File: src/rtl/run_ctrl.sv
// Run controller: resets the processor, runs it until halt or timeout, drains, then dumps dmem words.
// The dump stream is valid/ready; a stalled word is held stable until the sink accepts it.
module run_ctrl #(
  parameter logic [31:0] RESET_CYCLES = 32'd1,
  parameter logic [31:0] DRAIN_CYCLES = 32'd4,
  parameter logic [31:0] DUMP_BASE    = 32'd8192,
  parameter logic [31:0] DUMP_WORDS   = 32'd11,
  parameter logic [31:0] HALT_INSTR   = 32'hFFFF_FFFF,
  parameter logic [31:0] MAX_CYCLES   = 32'd100000
) (
  input  logic        clock,
  input  logic        reset,
  input  logic        start,
  input  logic [31:0] instr,
  input  logic        instr_valid,
  input  logic [31:0] mem_rdata,
  input  logic        dump_ready,
  output logic        proc_reset,
  output logic        dump_active,
  output logic [31:0] dump_addr,
  output logic        dump_valid,
  output logic [31:0] dump_data,
  output logic [31:0] dump_idx,
  output logic        done,
  output logic        timeout,
  output logic [31:0] cycle_count
);

  typedef enum logic [2:0] {
    S_IDLE, S_RESET_PROC, S_RUN, S_DRAIN, S_DUMP, S_DONE
  } state_t;

  localparam logic [31:0] RST_LEN = (RESET_CYCLES == 32'd0) ? 32'd1 : RESET_CYCLES;

  state_t      state_q;
  logic [31:0] cnt_q;
  logic [31:0] rd_idx_q;
  logic        proc_reset_q;
  logic        dump_active_q;
  logic [31:0] dump_addr_q;
  logic        dump_valid_q;
  logic [31:0] dump_data_q;
  logic [31:0] dump_idx_q;
  logic        done_q;
  logic        timeout_q;
  logic [31:0] cycle_count_q;

  logic halt, tmo_hit, rst_last, drain_last, accept, last_acc, can_load;

  assign halt       = !instr_valid || (instr == HALT_INSTR);
  assign tmo_hit    = (MAX_CYCLES != 32'd0) && (cycle_count_q == MAX_CYCLES - 32'd1);
  assign rst_last   = (cnt_q == RST_LEN - 32'd1);
  assign drain_last = (DRAIN_CYCLES == 32'd0) || (cnt_q == DRAIN_CYCLES - 32'd1);
  assign accept     = dump_valid_q && dump_ready;
  assign last_acc   = accept && (dump_idx_q == DUMP_WORDS - 32'd1);
  // A new word may be fetched when the output slot is empty or is being emptied this cycle.
  assign can_load   = (!dump_valid_q || dump_ready) && (rd_idx_q < DUMP_WORDS);

  always_ff @(posedge clock) begin
    if (reset) begin
      state_q       <= S_IDLE;
      cnt_q         <= '0;
      rd_idx_q      <= '0;
      proc_reset_q  <= 1'b1;
      dump_active_q <= 1'b0;
      dump_addr_q   <= '0;
      dump_valid_q  <= 1'b0;
      dump_data_q   <= '0;
      dump_idx_q    <= '0;
      done_q        <= 1'b0;
      timeout_q     <= 1'b0;
      cycle_count_q <= '0;
    end else begin
      case (state_q)
        S_IDLE, S_DONE: begin
          if (start) begin
            state_q       <= S_RESET_PROC;
            cnt_q         <= '0;
            proc_reset_q  <= 1'b1;
            done_q        <= 1'b0;
            timeout_q     <= 1'b0;
            cycle_count_q <= '0;
            dump_idx_q    <= '0;
          end
        end
        S_RESET_PROC: begin
          if (rst_last) begin
            state_q      <= S_RUN;
            cnt_q        <= '0;
            proc_reset_q <= 1'b0;
          end else begin
            cnt_q <= cnt_q + 32'd1;
          end
        end
        S_RUN: begin
          if (cycle_count_q != 32'hFFFF_FFFF) begin
            cycle_count_q <= cycle_count_q + 32'd1;
          end
          if (halt || tmo_hit) begin
            state_q   <= S_DRAIN;
            cnt_q     <= '0;
            timeout_q <= !halt;
          end
        end
        S_DRAIN: begin
          if (drain_last) begin
            cnt_q        <= '0;
            proc_reset_q <= 1'b1;
            if (DUMP_WORDS == 32'd0) begin
              state_q <= S_DONE;
              done_q  <= 1'b1;
            end else begin
              state_q       <= S_DUMP;
              dump_active_q <= 1'b1;
              dump_addr_q   <= DUMP_BASE;
              rd_idx_q      <= '0;
            end
          end else begin
            cnt_q <= cnt_q + 32'd1;
          end
        end
        S_DUMP: begin
          if (last_acc) begin
            state_q       <= S_DONE;
            dump_valid_q  <= 1'b0;
            dump_active_q <= 1'b0;
            dump_addr_q   <= '0;
            done_q        <= 1'b1;
          end else if (can_load) begin
            dump_data_q  <= mem_rdata;
            dump_idx_q   <= rd_idx_q;
            dump_valid_q <= 1'b1;
            rd_idx_q     <= rd_idx_q + 32'd1;
            // Address tracks the next read index so mem_rdata is ready the following cycle.
            dump_addr_q  <= DUMP_BASE + ((rd_idx_q + 32'd1) << 2);
          end else if (accept) begin
            dump_valid_q <= 1'b0;
          end
        end
        default: begin
          state_q <= S_IDLE;
        end
      endcase
    end
  end

  assign proc_reset  = proc_reset_q;
  assign dump_active = dump_active_q;
  assign dump_addr   = dump_addr_q;
  assign dump_valid  = dump_valid_q;
  assign dump_data   = dump_data_q;
  assign dump_idx    = dump_idx_q;
  assign done        = done_q;
  assign timeout     = timeout_q;
  assign cycle_count = cycle_count_q;

endmodule

File: config.mk
export PLATFORM = sky130hd
export DESIGN_NAME = run_ctrl
export DESIGN_NICKNAME = d
export VERILOG_FILES = /design/src/rtl/run_ctrl.sv
export SDC_FILE = /design/constraint.sdc
export NUM_CORES = 1
export LEC_CHECK = 0
export ABC_AREA = 0
export BUFFER_PORTS_ARGS = -buffer_cell sky130_fd_sc_hd__buf_2
export CORE_ASPECT_RATIO = 0.8
export CORE_UTILIZATION = 48
export DETAILED_ROUTE_END_ITERATION = 10
export GPL_TIMING_DRIVEN = 0
export PLACE_DENSITY = 0.76
export SLEW_MARGIN = 10
export SYNTH_ARGS = -nofsm -noshare
export SYNTH_HDL_FRONTEND = slang
export SYNTH_SLANG_ARGS = --single-unit
File: constraint.sdc
create_clock -name clock -period 2.5 [get_ports clock]
set_input_delay 0.125 -clock clock [delete_from_list [all_inputs] [get_ports clock]]
set_output_delay 0.125 -clock clock [all_outputs]
set_load 0.01 [all_outputs]
# Word-level counts from Yosys, hierarchy flattened
# Cells that the tools add are included.
totals:
  inputBits: 69
  wordCells: 105
  register_bits: 200
op_classes:
  bitwise_logic: 1
  n_reduce_logical: 30
  add_sub_neg: 4
  n_eq_ne: 19
  n_mux: 38
  magnitude_cmp: 1
op_table:
  columns: ["op", "count"]
  rows:
  - ["2-to-1 mux 32 bit", 13]
  - ["case mux 32 bit (2 select lines)", 4]
  - ["case mux 32 bit (4 select lines)", 1]
  - ["adder 32 x 1 -> 32 bit, second input constant", 3]
  - ["adder 14 x 32 -> 32 bit, first input constant", 1]
  - ["== test 32 x 17 -> 1 bit, second input constant", 1]
  - ["== test 32 x 2 -> 1 bit, second input constant", 1]
  - ["== test 32 bit, second input constant", 1]
  - ["== test 32 x 4 -> 1 bit, second input constant", 1]
  - ["logical NOT 32 bit", 1]
  - ["less-than comparator 32 x 4 -> 1 bit, second input constant", 1]
  - ["!= test 32 bit, second input constant", 1]
  - ["AND reduction 3 bit", 7]
  - ["!= test 2 bit, second input constant", 8]
  - ["2-to-1 mux 3 bit", 5]
  - ["case mux 3 bit (5 select lines)", 1]
  - ["AND reduction 4 bit", 3]
  - ["2-to-1 mux 1 bit", 10]
  - ["== test 3 x 2 -> 1 bit, second input constant", 2]
  - ["== test 3 bit, second input constant", 2]
  - ["case mux 1 bit (2 select lines)", 3]
  - ["nonzero test 2 bit", 3]
  - ["nonzero test 3 bit", 2]
  - ["AND reduction 5 bit", 1]
  - ["other kinds (11)", 17]

# Logic depth before layout (Yosys ltp)
logic_depth:
  ltp_word: 6
  depth_mapped: 9
  depth_no_buf: 8

# Worst setup path before layout
# Ideal clock, no wire load.
synth_timing:
  path_kind: "flip-flop to flip-flop"
  startpoint: "register cycle_count_q[0], in the netlist cycle_count[0]"
  endpoint: "register cnt_q[22]"
  period_less_slack_ns: 2.689
  n_path_buf: 2
  t_required_ns: 2.430
  t_arrival_ns: 2.619
  path_stages_with_launch: 10
  setup_slack_ns: -0.189
  path_cell_list: "dfxtp_1 ha_1 nand2_1 or4_1 or3_1 buf_2 a2111o_1 buf_6 or3_1 a21oi_1"
synth_via:
  elab_chain_len: 4
synth_rtl:
  columns: ["element", "line_no", "rtl"]
  rows:
  - ["from (decl)", "46", "logic [31:0] cycle_count_q;"]
  - ["from (signal assigned)", "97", "cycle_count_q <= cycle_count_q + 32'd1;"]
  - ["== test 32 x 17 -> 1 bit", "51", "assign tmo_hit = (MAX_CYCLES != 32'd0) && (cycle_count_q == MAX_CYCLES - 32'd1);"]
  - ["logical OR 1 bit", "99", "if (halt || tmo_hit) begin"]
  - ["!= test 2 bit (no line)", null, null]
  - ["AND reduction 3 bit (no line)", null, null]
  - ["to (signal assigned)", "92", "cnt_q <= cnt_q + 32'd1;"]
  - ["to (signal assigned)", "119", "cnt_q <= cnt_q + 32'd1;"]
  - ["to (decl)", "36", "logic [31:0] cnt_q;"]
# No other way between the ends.
# A chain may end at the register's enable or synchronous reset.

# Worst setup path in the final report
layout_timing:
  startpoint: "register cycle_count_q[21], in the netlist cycle_count[21]"
  endpoint: "register cnt_q[18]"
# The elaborated chain is that of the path after synthesis.

==> reports/qor.txt <==
Outcome - complete, but fails checks
Violations in the final reports - setup timing
Post-route non-filler standard cell count - 1,385
RSZ-0062 raised after global routing - true
Total power - 6.48 mW
Setup violators final - 21
Warnings, synthesis - 0
Share of flip-flops with an asynchronous set or reset after synthesis - 0%
First DRT Iteration DRCs - 507
Cell with the biggest individual delay on the critical path - sky130_fd_sc_hd__nor4_1
Slew at the pin closest to its max-slew limit - 0.683 ns
Clock net sink count - 198
Most frequent standard cell in the layout excluding fill and tap cells - sky130_fd_sc_hd__buf_2
Pwr/cell area - 605 mW/mm^2
Effective utilization at floorplan - 49.7%
Post-synthesis instance total - 891
Wire length of the first global-routing pass - 35,100 microns
Final setup skew - 0.0116 ns
Cell area after placement - 0.00922 sq mm
Cell area after layout - 0.0107 sq mm
Number of nets at the end of the flow - 1,231
GRT overflow - 0
Worst hold slack across all endpoints - 0.129 ns
Number of hold violations in the final report - 0
Final HPWL from detailed placement - 14,400 microns
Top cells by area in the synthesized netlist - sky130_fd_sc_hd__dfxtp_1, sky130_fd_sc_hd__nand2_1, sky130_fd_sc_hd__and2_1
Post-placement cell count - 1,306
Worst setup slack after layout - -0.123 ns
Average instance area after synthesis - 8.90 sq um
Top-level I/O count - 202
Peak per-stage delay on the critical path - 0.49 ns
Placer congestion estimate - 0.882
Routed WL per cell - 16.0 microns
CTS tree - built
Total wirelength of the detailed-routed design - 22,200 microns
Number of buffers created by CTS - 17
Crit start category - flip-flop
Number of enable flip-flop cells after synthesis - 0
Sequential element share of the synthesized area - 50.0%
Root buffer cell - sky130_fd_sc_hd__clkbuf_16
Port buffer count - 199
Die area - 0.0170 sq mm
CP delay by family, top - simple AND/OR/NAND/NOR gates
Most frequent cell on the critical path - sky130_fd_sc_hd__or3_4
Setup crit end kind - flip-flop
Total core area - 0.0160 sq mm
Most used flip-flop cell after synthesis - sky130_fd_sc_hd__dfxtp_1
Largest buffer count on any clock path - 2
Via total after detailed routing - 7,517
Arrival time at the worst endpoint - 3.00 ns
Clock latency of the later-clocked register in the worst-skew pair - 0.44 ns
Die Span X - 146 microns
Count of cell types in the netlist - 58
Category of the most critical setup path - reg2reg
Library cell occupying the most area in the post-synthesis netlist - sky130_fd_sc_hd__dfxtp_1
Number of standard-cell rows in the floorplan - 41
Maximum fanout encountered on the critical timing path - 5
Leading cell types in the layout, fill and taps excluded - sky130_fd_sc_hd__buf_2, sky130_fd_sc_hd__dfxtp_1, sky130_fd_sc_hd__nand2_1, sky130_fd_sc_hd__nor2_1, sky130_fd_sc_hd__and2_1
Max-slew violation count - 0
Fraction of layout cells with a size suffix above 1 - 28.5%
# diodes - 0
Overall die height - 117 microns
Clk pin slew, worst setup/hold paths - 0.08 ns
Number of global-route vias before repair - 7,001
Total Routing Usage GR - 25.8%
Number of buffer and inverter instances along the worst setup path - 1
DR vias/cell - 5.43
Worst path cell trace - nor4_1 > nand4_1 > or3_4 > a2111o_1 > buf_6 > or3_4 > a21oi_2
Netlist Area Pre-Place - 0.00793 sq mm
Pin count of the biggest net entering global routing - 19
Final core area utilization - 67.1%
DRC - 0
Period utilization - 105%
Leakage Power - 4.33 nW
Remaining max-slew budget at the tightest pin - 54.1%
Maximum vdd ir drop - 0.000544 V
Top-area cell type share of the netlist area - 50.0%
Max-capacitance violation count - 0
Min Tclk post-route - 2.62 ns
Peak clock frequency supported by timing - 0.381 GHz
Number of optimization iterations in the first detailed-route pass - 5
Depth of the CTS H-tree - 4
Initial antenna violation count - 0
Area growth, synth to finish - 35.0%
Crit path required time - 2.87 ns
Residual antenna-violating net count after detailed routing - 0
Register bit count reported by yosys - 198
Path category of the worst min-delay check - in2reg
Flop-to-flop setup slack - -0.12 ns
==> worst reg2reg max path, stage by stage (launching register included) <==
cell,delay (ns)
sky130_fd_sc_hd__dfxtp_1,0.36
sky130_fd_sc_hd__nor4_1,0.50
sky130_fd_sc_hd__nand4_1,0.18
sky130_fd_sc_hd__or3_4,0.44
sky130_fd_sc_hd__a2111o_1,0.47
sky130_fd_sc_hd__buf_6,0.18
sky130_fd_sc_hd__or3_4,0.33
sky130_fd_sc_hd__a21oi_2,0.11
==> synthesized netlist by cell type (all sizes together) (2+ instances only) <==
master	n
xnor2	37
nor3	23
nor2b	4
nor2	61
and2	59
xor2	14
and3b	2
nand2	107
a21oi	60
nand2b	7
dfxtp	198
and4	5
or2	4
o21a	20
inv	17
and3	12
a21o	2
nand4	36
ha	5
o21bai	3
buf	9
a2111oi	14
nor4	35
or3	11
mux2i	4
nand3	28
nor4b	6
a22o	9
o21ai	20
nor3b	3
a211oi	8
or4	5
nand4b	2
o31ai	5
clkbuf	41
==> metal layers <==
layer,share of wire [%],vias up,GRT usage (%)
met5,0,-,0
met4,2.4,0,10.2
met3,6.9,46,4.65
met2,46,301,42.7
met1,44,3482,33.7
li1,-,3688,-
==> flip-flops by register name, indices dropped and copies added (netlist names) <==
register	cells
state_q	3
cycle_count	32
dump_addr	30
proc_reset	1
rd_idx_q	32
timeout	1
dump_active	1
dump_valid	1
done	1
cnt_q	32
dump_idx	32
dump_data	32
==> timing repair <==
| item | CTS | global route |
|---|---|---|
| endpoints found under the setup margin | 179 | 159 |
| hold buffers | 32 | 0 |
| endpoints found under the hold margin | 32 | 0 |
| buffers inserted | 10 | 6 |
| pin swaps | 13 | 8 |
| cloned | 2 | 1 |
| gates resized for setup | 73 | 54 |
==> cell type report <==
type | instances | area (sq um)
buffer | 46 | 274
clock buffer | 19 | 443
clock inverter | 13 | 111
fill | 1282 | 5250
inverter | 18 | 67.6
multi-input combinational | 626 | 4100
sequential | 198 | 3980
tap | 215 | 269
timing repair buffer | 250 | 1460
==> report_power, final <==
group          internal, mW  switching, mW  total [mW]
Combinational         0.265          0.382       0.646
Sequential             3.18         0.0307        3.21
Clock                  1.33           1.29        2.62
Total                  4.77           1.70        6.48
==> per-stage QoR <==
stage	TNS, ns	worst slack [ns]
2_1_floorplan	0	0.00430
6_report	-0.684	-0.123
5_1_grt	-4.21	-0.202
3_5_place_dp	-43.36	-0.747
3_3_place_gp	-41.42	-0.675
4_1_cts	-1.94	-0.201
==> kinds of logic (layout without fill, tap and decap cells) <==
group                    after synthesis  count (layout)  share of synthesized area, %
XOR/XNOR                              51              51                          5.63
other                                  1               2                        0.0473
AO/OA/AOI/OAI                        150             150                          12.2
adder cells (fa/ha/maj)                5               5                         0.789
multiplexers                           5               5                         0.647
flip-flops                           198             198                          50.0
AND/OR/NAND/NOR                      413             413                          27.2
buffers and inverters                 68             346                          3.47
==> path summary, 6_finish.rpt <==
path / start / endpoint / depth (start not counted)
min reg2reg: dump_addr[13]$_SDFFE_PP0P_ / dump_addr[13]$_SDFFE_PP0P_ / 2
max reg2reg: cycle_count[21]$_SDFFE_PP0P_ / cnt_q[18]$_SDFFE_PP0P_ / 7
max: cycle_count[21]$_SDFFE_PP0P_ / cnt_q[18]$_SDFFE_PP0P_ / 7
min: reset / dump_addr[6]$_SDFFE_PP0P_ / 3
No activity file was read; power rests on OpenSTA's default activity.
